[config.mk]
export PLATFORM = sky130hd
export DESIGN_NAME = motor_cmd_parser
export DESIGN_NICKNAME = d
export VERILOG_FILES = /design/src/rtl/motor_cmd_pkg.sv /design/src/rtl/limit_debounce.sv /design/src/rtl/motor_cmd_parser.sv
export SDC_FILE = /design/constraint.sdc
export NUM_CORES = 1
export LEC_CHECK = 0
export ABC_AREA = 0
export BUFFER_PORTS_ARGS = -buffer_cell sky130_fd_sc_hd__buf_2
export CAP_MARGIN = 20
export CELL_PAD_IN_SITES_DETAIL_PLACEMENT = 0
export CELL_PAD_IN_SITES_GLOBAL_PLACEMENT = 1
export CORE_ASPECT_RATIO = 1.75
export CORE_MARGIN = 1.5
export CORE_UTILIZATION = 45
export CTS_BUF_LIST = sky130_fd_sc_hd__clkbuf_2
export DETAILED_ROUTE_END_ITERATION = 6
export PLACE_DENSITY = 0.87
export SETUP_SLACK_MARGIN = 0.2
export SYNTH_ARGS = -nofsm -noshare
export SYNTH_HDL_FRONTEND = slang
export SYNTH_SLANG_ARGS = --single-unit
[constraint.sdc]
create_clock -name sys_clk -period 3.2 [get_ports sys_clk]
set_clock_uncertainty 0.1 [all_clocks]
set_input_delay 0.96 -clock sys_clk [delete_from_list [all_inputs] [get_ports sys_clk]]
set_output_delay 0.96 -clock sys_clk [all_outputs]
set_load 0.005 [all_outputs]
[src/rtl/motor_cmd_pkg.sv]
// Shared frame constants, parser state encoding and frame payload type.
package motor_cmd_pkg;

  localparam logic [7:0] HDR1_BYTE = 8'hEB;
  localparam logic [7:0] HDR2_BYTE = 8'h90;
  localparam logic [7:0] CMD_MOVE  = 8'h01;

  // Unused codes fall back to IDLE in the next-state logic.
  (* fsm_encoding = "safe", fsm_safe_state = "reset_state" *)
  typedef enum logic [2:0] {
    ST_IDLE  = 3'd0,
    ST_HDR2  = 3'd1,
    ST_CMD   = 3'd2,
    ST_PARAM = 3'd3,
    ST_CSUM  = 3'd4
  } parse_state_e;

  typedef struct packed {
    logic [7:0] cmd;
    logic [7:0] param;
  } frame_s;

  // Checksum is the 8-bit wrapped sum of CMD and PARAM.
  function automatic logic csum_ok(input frame_s frame, input logic [7:0] csum);
    logic [7:0] sum;
    sum = frame.cmd + frame.param;
    return sum == csum;
  endfunction

endpackage

[src/rtl/limit_debounce.sv]
// Two-flop synchroniser plus consecutive-sample debounce for one limit switch.
module limit_debounce #(
  parameter int unsigned debounce_cycles = 100000
) (
  input  logic sys_clk,
  input  logic rst_n,
  input  logic raw_i,
  output logic level_o
);

  localparam int unsigned CNT_W = (debounce_cycles > 1) ? $clog2(debounce_cycles + 1) : 1;

  logic             sync_q1;
  logic             sync_q2;
  logic [CNT_W-1:0] cnt_q;

  // Bring the asynchronous switch level into the sys_clk domain.
  always_ff @(posedge sys_clk or negedge rst_n) begin
    if (!rst_n) begin
      sync_q1 <= 1'b0;
      sync_q2 <= 1'b0;
    end else begin
      sync_q1 <= raw_i;
      sync_q2 <= sync_q1;
    end
  end

  // Count consecutive samples that differ from the output; any agreement restarts the count.
  always_ff @(posedge sys_clk or negedge rst_n) begin
    if (!rst_n) begin
      cnt_q   <= '0;
      level_o <= 1'b0;
    end else if (sync_q2 == level_o) begin
      cnt_q <= '0;
    end else if (cnt_q == CNT_W'(debounce_cycles - 1)) begin
      cnt_q   <= '0;
      level_o <= sync_q2;
    end else begin
      cnt_q <= cnt_q + CNT_W'(1);
    end
  end

endmodule

[src/rtl/motor_cmd_parser.sv]
// Serial command frame parser driving the motor controller, plus debounced limit switches.
module motor_cmd_parser
  import motor_cmd_pkg::*;
#(
  parameter int unsigned clk_freq        = 100,
  parameter int unsigned byte_timeout_us = 1000,
  parameter int unsigned debounce_cycles = 100000
) (
  input  logic       sys_clk,
  input  logic       rst_n,
  input  logic [7:0] rx_data_i,
  input  logic       rx_valid_i,
  input  logic       motor_busy_i,
  input  logic       left_limit_raw_i,
  input  logic       right_limit_raw_i,
  output logic       motor_start_o,
  output logic [7:0] step_volumn_o,
  output logic       left_limit_o,
  output logic       right_limit_o,
  output logic       frame_ok_o,
  output logic       frame_err_o
);

  localparam int unsigned TIMEOUT_CYCLES = byte_timeout_us * clk_freq;
  localparam int unsigned GAP_W          = $clog2(TIMEOUT_CYCLES + 1);

  (* fsm_encoding = "safe" *) parse_state_e state_q;
  parse_state_e state_d;

  frame_s           frame_q;
  frame_s           frame_d;
  logic [GAP_W-1:0] gap_cnt_q;
  logic [GAP_W-1:0] gap_cnt_d;
  logic             start_d;
  logic             ok_d;
  logic             err_d;
  logic [7:0]       step_d;
  logic             timeout_c;

  // A byte arriving on the expiry cycle wins over the timeout.
  assign timeout_c = (state_q != ST_IDLE) && !rx_valid_i &&
                     (gap_cnt_q == GAP_W'(TIMEOUT_CYCLES - 1));

  // Parser state register.
  always_ff @(posedge sys_clk or negedge rst_n) begin
    if (!rst_n) state_q <= ST_IDLE;
    else        state_q <= state_d;
  end

  // Next-state: advance only on accepted bytes, or drop back to IDLE on timeout.
  always_comb begin
    state_d = state_q;
    if (rx_valid_i) begin
      case (state_q)
        ST_IDLE:  state_d = (rx_data_i == HDR1_BYTE) ? ST_HDR2 : ST_IDLE;
        ST_HDR2: begin
          if (rx_data_i == HDR2_BYTE)      state_d = ST_CMD;
          else if (rx_data_i == HDR1_BYTE) state_d = ST_HDR2;
          else                             state_d = ST_IDLE;
        end
        ST_CMD:   state_d = ST_PARAM;
        ST_PARAM: state_d = ST_CSUM;
        ST_CSUM:  state_d = ST_IDLE;
        default:  state_d = ST_IDLE;
      endcase
    end else if (timeout_c || (state_q > ST_CSUM)) begin
      state_d = ST_IDLE;
    end
  end

  // Output/datapath: byte latching, gap counter, frame verdict.
  always_comb begin
    frame_d   = frame_q;
    gap_cnt_d = gap_cnt_q;
    start_d   = 1'b0;
    ok_d      = 1'b0;
    err_d     = 1'b0;
    step_d    = step_volumn_o;

    if (state_q == ST_IDLE || rx_valid_i || timeout_c) gap_cnt_d = '0;
    else                                               gap_cnt_d = gap_cnt_q + GAP_W'(1);

    if (rx_valid_i) begin
      case (state_q)
        ST_CMD:   frame_d.cmd   = rx_data_i;
        ST_PARAM: frame_d.param = rx_data_i;
        ST_CSUM: begin
          if (csum_ok(frame_q, rx_data_i) && (frame_q.cmd == CMD_MOVE) && !motor_busy_i) begin
            start_d = 1'b1;
            ok_d    = 1'b1;
            step_d  = frame_q.param;
          end else begin
            err_d = 1'b1;
          end
        end
        default: ;
      endcase
    end else if (timeout_c) begin
      err_d = 1'b1;
    end
  end

  // Registered datapath and outputs.
  always_ff @(posedge sys_clk or negedge rst_n) begin
    if (!rst_n) begin
      frame_q       <= '0;
      gap_cnt_q     <= '0;
      motor_start_o <= 1'b0;
      frame_ok_o    <= 1'b0;
      frame_err_o   <= 1'b0;
      step_volumn_o <= 8'h00;
    end else begin
      frame_q       <= frame_d;
      gap_cnt_q     <= gap_cnt_d;
      motor_start_o <= start_d;
      frame_ok_o    <= ok_d;
      frame_err_o   <= err_d;
      step_volumn_o <= step_d;
    end
  end

  limit_debounce #(.debounce_cycles(debounce_cycles)) u_left_debounce (
    .sys_clk (sys_clk),
    .rst_n   (rst_n),
    .raw_i   (left_limit_raw_i),
    .level_o (left_limit_o)
  );

  limit_debounce #(.debounce_cycles(debounce_cycles)) u_right_debounce (
    .sys_clk (sys_clk),
    .rst_n   (rst_n),
    .raw_i   (right_limit_raw_i),
    .level_o (right_limit_o)
  );

endmodule

# After elaboration in Yosys (flattened, before gate mapping)
# Cells that the tools add are included.
# W data, S select, Z words.
# totals
elab_cells	69
regBits	86
input_bits	14
# op_classes
n_bitwise	2
n_mux	17
n_eq_ne	13
n_addsub	4
magnitude_cmp	1
n_reduce_logical	17
# op_table
operator	n
$mux W17	5
$add A17 B1 Y17 const B	3
$eq A17 B17 Y1 const B	3
$eq A8 B8 Y1 const B	2
$pmux W3 S4	1
$add A8 B8 Y8	1
$eq A8 B1 Y1 const B	1
$eq A8 B8 Y1	1
$mux W1	8
$reduce_and A2 Y1	4
$eq A3 B2 Y1 const B	2
$mux W3	2
$logic_and A1 B1 Y1	4
$eq A3 B1 Y1 const B	1
$eq A3 B3 Y1 const B	1
$gt A3 B3 Y1 const B	1
$logic_not A3 Y1	1
$logic_or A1 B1 Y1	3
$reduce_and A3 Y1	1
$reduce_bool A3 Y1	1
$eq A1 B1 Y1	2
$logic_not A1 Y1	2
$mux W2	1
$not A1 Y1	2
$reduce_bool A2 Y1	1

# Depth between registers and ports, before layout
# Gate-level depths: netlist of the first run.
# logic_depth
ltp_word	7
depth_mapped	9
mapped_depth_nobuf	8

# Modules after synthesis
# From an unflattened synthesis of the first run, not the netlist that was laid out.
# hier_totals
hier_cells	394
hier_area_um2	4247.8
# modules_own_cells
mod	instances	area_each_um2	cells_per_inst
motor_cmd_parser	1	2373.5	216
limit_debounce	2	937.1	89

# Worst setup path before layout of the first run
# OpenSTA, ideal clock, no wires.
# synth_path
path_type	register -> register
startpoint	reg frame_q[0] (netlist name)
endpoint	reg step_volumn_o[0]
period_less_slack_ps	3066
stages_incl_launch_ff	10
slack_ps	134
t_arrival_ps	2842
n_path_buf	1
required_time_ps	2975
setup_time_ps	125
cell_sequence	dfrtp_1 -> ha_1 -> fa_1 -> xor2_1 -> or4_1 -> or4_1 -> nor3_1 -> and4_1 -> buf_6 -> mux2_2
# synth_via
elab_chain_len	5
# synth_lines
item	line	rtl
start, declared	motor_cmd_parser.sv:30	frame_s frame_q;
start signal, assigned	motor_cmd_parser.sv:113	frame_q <= frame_d;
$add A8 B8 Y8	motor_cmd_pkg.sv:26	sum = frame.cmd + frame.param;
$eq A8 B8 Y1	motor_cmd_pkg.sv:27	return sum == csum;
$logic_and A1 B1 Y1 (2 in a row)	motor_cmd_parser.sv:88	if (csum_ok(frame_q, rx_data_i) && (frame_q.cmd == CMD_MOVE) && !motor_busy_i) begin
$reduce_and A3 Y1 (no source line)	--	
end signal, assigned	motor_cmd_parser.sv:118	step_volumn_o <= step_d;
end, declared	motor_cmd_parser.sv:17	output logic [7:0] step_volumn_o,
# Several ways; a longest one is shown, not always the timed one.
# A chain may end at the register's enable or synchronous reset.

# Worst setup path after layout of the first run
# Same ends and word-level chain as after synthesis.

==> results of run 1 <==
cells by family (layout without fill, tap and decap cells):
| group | after synthesis | count (layout) | synth area share [%] |
|---|---|---|---|
| AOI/OAI and AO/OA | 15 | 15 | 2.24 |
| xor gates and xnor gates | 61 | 61 | 12.9 |
| adders and majority gates | 11 | 11 | 3.51 |
| buffers and inverters | 16 | 53 | 1.72 |
| DFF | 86 | 86 | 52.0 |
| muxes | 26 | 26 | 7.07 |
| and+or+nand+nor | 172 | 172 | 20.6 |
state kept, by name, indices dropped and copies added (netlist names):
register / cells
gap_cnt_q: 17
u_right_debounce.sync_q2: 1
frame_err_o: 1
u_right_debounce.sync_q1: 1
u_left_debounce.sync_q1: 1
step_volumn_o: 8
state_q: 3
frame_q: 16
u_right_debounce.cnt_q: 17
frame_ok_o: 1
u_right_debounce.level_o: 1
u_left_debounce.level_o: 1
u_left_debounce.sync_q2: 1
u_left_debounce.cnt_q: 17
power by group through the flow:
stage | clock network, mW | registers [mW] | logic (mW)
2_1_floorplan | 0 | 1.16 | 0.131
3_3_place_gp | 0 | 1.17 | 0.188
3_5_place_dp | 0 | 1.17 | 0.192
4_1_cts | 0.683 | 1.15 | 0.200
5_1_grt | 0.724 | 1.16 | 0.226
6_report | 0.659 | 1.15 | 0.199
synth_stat cells (all sizes together), types with 6 or more instances:
library cell   n
nand2         25
clkbuf         8
xor2          38
dfrtp         86
inv            6
nand3         27
xnor2         23
a21oi          7
nor2          64
and3           7
and4           9
mux2          26
nor3          11
ha            10
nand4         10
cell type report:
cell class | instances | share of cell area [%]
inverter | 6 | 0.490
timing repair buffer | 31 | 4.06
sequential | 86 | 46.8
clock inverter | 7 | 2.26
clock buffer | 9 | 0.980
multi-input combinational | 285 | 42.1
tap | 120 | 3.27
metal layers:
layer	vias to the layer above	share of wire (%)	global-route usage (%)
met5	-	0	0
met4	0	2.7	8.82
met3	15	2.7	2.86
met2	47	53	30.0
met1	1407	42	21.8
li1	1387	-	-
worst max path at each step:
stage	start	endpoint	slack (ns)	cells after the start
finish	frame_q[0]	step_volumn_o[0]	0.05	9
global route	frame_q[8]	step_volumn_o[0]	-0.06	9
CTS	frame_q[0]	step_volumn_o[0]	0.03	9
detailed placement	rx_data_i[1]	step_volumn_o[0]	-0.05	8
global placement	rx_data_i[1]	step_volumn_o[0]	-0.02	8
floorplan	frame_q[0]	step_volumn_o[0]	0.19	9
placed cells by master, fill, tap and decap left out, types with 4 or more instances in the layout:
cell / count
dfrtp_1: 86
nor2_1: 64
xor2_1: 38
nand3_1: 27
nand2_1: 25
mux2_2: 25
buf_2: 25
xnor2_1: 23
nand4_1: 10
nor3_1: 10
ha_1: 9
clkbuf_2: 9
and4_1: 8
and3_1: 7
a21oi_1: 7
inv_1: 6
buf_4: 4
per-stage QoR:
stage               cells  util (%)
floorplan             387         -
global placement      527      49.2
detailed placement    527      49.2
CTS                   544      51.2
global route          544      51.2
finish                544      51.2
worst reg2reg max path: stages, from the launching register on:
cell     delay, ns
dfrtp_1       0.45
ha_2          0.19
fa_1          0.45
xor2_1        0.15
or4_1         0.39
or4_4         0.53
nor3_2        0.11
and4_4        0.24
buf_6         0.13
mux2_2        0.33
timing repair:
| item | in CTS | in global routing |
|---|---|---|
| gates resized for setup | 5 | 0 |
| hold buffers | 0 | 0 |
| setup endpoints to repair | 8 | 8 |
| setup buffers | 1 | 0 |
| pin swaps | 1 | 0 |
==> results.ini, run 1 <==
[timing]
finalCritPeriodShare_pct=98.4
fin_crit_ns=3.15
finalSetupTns_ns=0
maxSlewHeadroom_pct=58.6
rsz0062_at_grt=true
worst_slack_ns=0.0523
drv_slew=0
setup_viol=0
timing.hold.ws_ns=0.275
hold_viol=0
clock.fmax_mhz=318
worstMarginPinSlew_ns=0.621

[clock_tree]
tritoncts=yes
cts.reportedPaths.clkPinSlew_ns=0.23
cts_buffers=9
cts_root_buffer=clkbuf_2
cts.sinks=86
clkLatencyLatePin_ns=0.58
htreeDepth=3
cts.path.max_buffers=2

[global_routing]
grt_max_degree=48
grt_pass1_vias=2938
grtUsageTotal_pct=17.9
antenna_found_initial=0
grt_overflow_total=0
grt_pass1_wl_um=13400

[route]
num_vias=2856
drtAntennaViolNets=0
post_drt_wl_per_cell_um=14.1
drc_errors=0
first_iter_violations=107
dr.pass1.iters=5
via_per_inst=5.25
routed_wirelength_um=7680

[flow_run]
maxCapViolCount=0

[pwr]
finalPower_mw=2.01
pwr-share-comb_pct=9.9
p_clk_share_pct=32.8
netSwitchingPower_mw=0.531
intPower_mw=1.48
seqPwrFrac_pct=57.3
switching_share_pct=26.4
peakVddDrop_mv=0.266
p_leak_nw=2.14
cellPowerDensity_mw_per_mm2=437

[critical_path]
critPathRequiredTime_ns=3.56
cp.arrival_ns=3.51
critPathMaxFanout=5
r2r-start=frame_q[0]
crit_type=reg2reg
reg2reg_to=step_volumn_o[0]
r2r_setup_slack_ns=0.05
crit_path_max_incr_delay_ns=0.53
worstPathCellList=ha_2 -> fa_1 -> xor2_1 -> or4_1 -> or4_4 -> nor3_2 -> and4_4 -> buf_6 -> mux2_2
worst_r2r_path_depth=9
critPathSlowestCell=or4_4
cp-end-kind=register
critPathBufInv=1
cp_top_family=simple AND/OR/NAND/NOR gates
worstSetupStartpointType=register

[placement]
gp_congestion=0.826
portBuffers=26
pre_cts_slack_ns=-0.0539
place_area_mm2=0.00442
place_hpwl_um=5480

[layout]
syn_to_final_growth_pct=11.0
drive_gt1_share_pct=18.4
multi_input_area_mm2=0.00193
nets=444
antennaDiodeCount=0
design_area_mm2=0.00459
fillerInstances=850
seqCellArea_mm2=0.00215

[synthesis]
synth_flop_cell=dfrtp_1
synth_top_area_share_pct=52.0
ys_seq_area_share_pct=52.0
async_flop_share_pct=100
synthCells=387
yosys_warnings=0
ys_top_cells_by_area=dfrtp_1 52%, xor2_1 8.0%, mux2_2 7.1%, nor2_1 5.8%, xnor2_1 4.9%
yosys.area.top_type=dfrtp_1
synth_nets=412
synth_cell_types=34
syn_avg_cell_area_um2=10.7
ys_ff_latch=86
synth-edff-count=0
netlist_area_mm2=0.00414

[floorplanning]
rows=46
core_mm2=0.00898
die_y_um=130
start_util_pct=46.1
die_w_um=75.5
die_area_mm2=0.00981
ioPinCount=27

[outcome]
status=complete, no violations

[worst_hold_path]
hp-class=in2async

Power figures use the tool's default switching activity.
==> run 2: changes to the inputs <==
--- a/config.mk
+++ b/config.mk
@@ -10,13 +10,12 @@
 export CAP_MARGIN = 20
 export CELL_PAD_IN_SITES_DETAIL_PLACEMENT = 0
 export CELL_PAD_IN_SITES_GLOBAL_PLACEMENT = 1
-export CORE_ASPECT_RATIO = 1.75
 export CORE_MARGIN = 1.5
 export CORE_UTILIZATION = 45
 export CTS_BUF_LIST = sky130_fd_sc_hd__clkbuf_2
 export DETAILED_ROUTE_END_ITERATION = 6
 export PLACE_DENSITY = 0.87
-export SETUP_SLACK_MARGIN = 0.2
+export SETUP_SLACK_MARGIN = 0.3
 export SYNTH_ARGS = -nofsm -noshare
 export SYNTH_HDL_FRONTEND = slang
 export SYNTH_SLANG_ARGS = --single-unit
==> run 2 against run 1 <==
Core utilization is 1.0 points higher; via count down 0.95%; clock-buffer cell count increased by 2; clock power decreased by 5.2%; the run now ends with design-rule violations left; critical path type unchanged.
==> results.ini, run 2 (synthesized netlist as in run 1, its figures left out) <==
[global_routing]
grtUsageTotal_pct=17.0  ; -0.84 points
grt_pass1_vias=2867  ; -2.4%
grt_max_degree=53  ; +10%
grt_pass1_wl_um=13300  ; -0.99%
antenna_found_initial=0  ; unchanged
grt_overflow_total=0  ; unchanged

[timing]
drv_slew=0  ; unchanged
maxSlewHeadroom_pct=60.1  ; +1.5 points
finalSetupTns_ns=0  ; unchanged
finalCritPeriodShare_pct=99.2  ; +0.85 points
worst_slack_ns=0.0251  ; -0.0272 ns
rsz0062_at_grt=true
fin_crit_ns=3.17  ; +0.0272 ns
worstMarginPinSlew_ns=0.599  ; -0.0223 ns
hold_viol=0  ; unchanged
clock.fmax_mhz=315  ; -0.86%
setup_viol=0  ; unchanged

[floorplanning]
die_area_mm2=0.00979  ; -0.23%
rows=34  ; -26%
die_w_um=98.9  ; +31%
ioPinCount=27  ; unchanged
die_y_um=98.9  ; -24%
start_util_pct=47.0  ; +0.90 points
core_mm2=0.00881  ; -1.9%

[clock_tree]
cts.path.max_buffers=2  ; unchanged
cts.sinks=86  ; unchanged
htreeDepth=3  ; unchanged
cts_root_buffer=clkbuf_2
cts_buffers=9  ; unchanged
tritoncts=yes
cts.reportedPaths.clkPinSlew_ns=0.25  ; +0.02 ns
clkLatencyLatePin_ns=0.52  ; -0.06 ns

[critical_path]
crit_path_max_incr_delay_ns=0.50  ; -0.03 ns
worstPathCellList=ha_2 -> fa_1 -> xor2_1 -> or4_1 -> or4_4 -> nor3_2 -> and4_4 -> buf_6 -> mux2_2
critPathRequiredTime_ns=3.50  ; -0.06 ns
cp.arrival_ns=3.47  ; -0.04 ns
cp-end-kind=register
critPathSlowestCell=or4_4
cp_top_family=simple AND/OR/NAND/NOR gates
critPathMaxFanout=6  ; +1
crit_type=reg2reg
r2r_setup_slack_ns=0.03  ; -0.03 ns
critPathBufInv=1  ; unchanged
worstSetupStartpointType=register

[route]
first_iter_violations=89  ; -17%
via_per_inst=5.30  ; +0.91%
drc_errors=2  ; +2
post_drt_wl_per_cell_um=14.4  ; +2.0%
routed_wirelength_um=7690  ; +0.13%
num_vias=2829  ; -0.95%
drtAntennaViolNets=0  ; unchanged
dr.pass1.iters=6  ; +1

[layout]
top_regs=gap_cnt_q x17, u_left_debounce.cnt_q x17, u_right_debounce.cnt_q x17
drive_gt1_share_pct=18.8  ; +0.38 points
syn_to_final_growth_pct=11.0  ; about the same
fillerInstances=811  ; -4.6%
final_cell_mix=86 x dfrtp_1, 64 x nor2_1, 38 x xor2_1
final_common_cell=dfrtp_1
design_area_mm2=0.00460  ; about the same
antennaDiodeCount=0  ; unchanged
stdcell_count=534  ; -1.8%
nets=446  ; +0.45%

[pwr]
cellPowerDensity_mw_per_mm2=431  ; -1.5%
peakVddDrop_mv=0.262  ; -1.3%
p_leak_nw=2.15  ; +0.44%

[placement]
place_area_mm2=0.00441  ; -0.17%
pre_cts_slack_ns=-0.0259  ; +0.0279 ns
gp_congestion=0.848  ; +2.6%
dp_cells=516  ; -2.1%
place_hpwl_um=5400  ; -1.4%
portBuffers=26  ; unchanged

[worst_hold_path]
hp-class=in2async

[flow_run]
maxCapViolCount=0  ; unchanged

[outcome]
violations=design-rule violations
status=complete, but fails checks

run 2: worst paths after layout:
kind | start | endpoint | depth (start not counted)
worst max-delay path | frame_q[8] | step_volumn_o[7] | 9
worst min-delay path | rst_n | u_right_debounce.cnt_q[0] | 1
worst max register to register | frame_q[8] | step_volumn_o[7] | 9
worst min register to register | u_left_debounce.sync_q1 | u_left_debounce.sync_q2 | 0
max in group asynchronous | rst_n | gap_cnt_q[13] | 2
min in group sys_clk | u_left_debounce.sync_q1 | u_left_debounce.sync_q2 | 0
run 2: worst register-to-register path: stages (launching register included):
cell and delay, ns:
dfrtp_1 0.45, ha_2 0.21, fa_1 0.45, xor2_1 0.16, or4_1 0.40, or4_4 0.50, nor3_2 0.11, and4_4 0.24
buf_6 0.13, mux2_2 0.33
run 2: final cells by class:
type	instances	area, um^2	share of cell area, %
Timing Repair Buffer	33	205	4.46
Clock inverter	5	81.3	1.77
Tap cell	108	135	2.94
Inverter	6	22.5	0.490
Sequential cell	86	2150	46.8
Clock buffer	11	55.1	1.20
Multi-Input combinational cell	285	1950	42.3
run 2: metal layers:
metal,global-route usage [%],share of wire [%],up-vias
met5,0,0,-
met4,5.05,1.3,0
met3,4.47,3.1,11
met2,27.8,48,42
met1,22.4,48,1383
li1,-,-,1393
run 2: power by group:
part | total [mW] | switching [mW] | internal [mW] | leakage (nW)
registers | 1.15 | 0.0307 | 1.12 | 1.18
clock network | 0.625 | 0.358 | 0.267 | 0.0825
logic | 0.204 | 0.112 | 0.0925 | 0.889
total | 1.98 | 0.500 | 1.48 | 2.15
run 2: what timing repair did:
action / in CTS / in global routing
endpoints found under the setup margin: 8 / 10
setup buffers: 1 / 1
pin swaps: 3 / 1
hold buffers: 0 / 0
gates resized for setup: 3 / 6
run 2: per-stage QoR:
stage          total power, mW  util (%)  hold WS [ns]
4_1_cts                   2.00      51.9         0.222
3_3_place_gp              1.36      50.1         0.233
2_1_floorplan             1.29         -         0.231
3_5_place_dp              1.36      50.1         0.253
6_report                  1.98      52.2         0.239
5_1_grt                   2.08      52.2         0.201
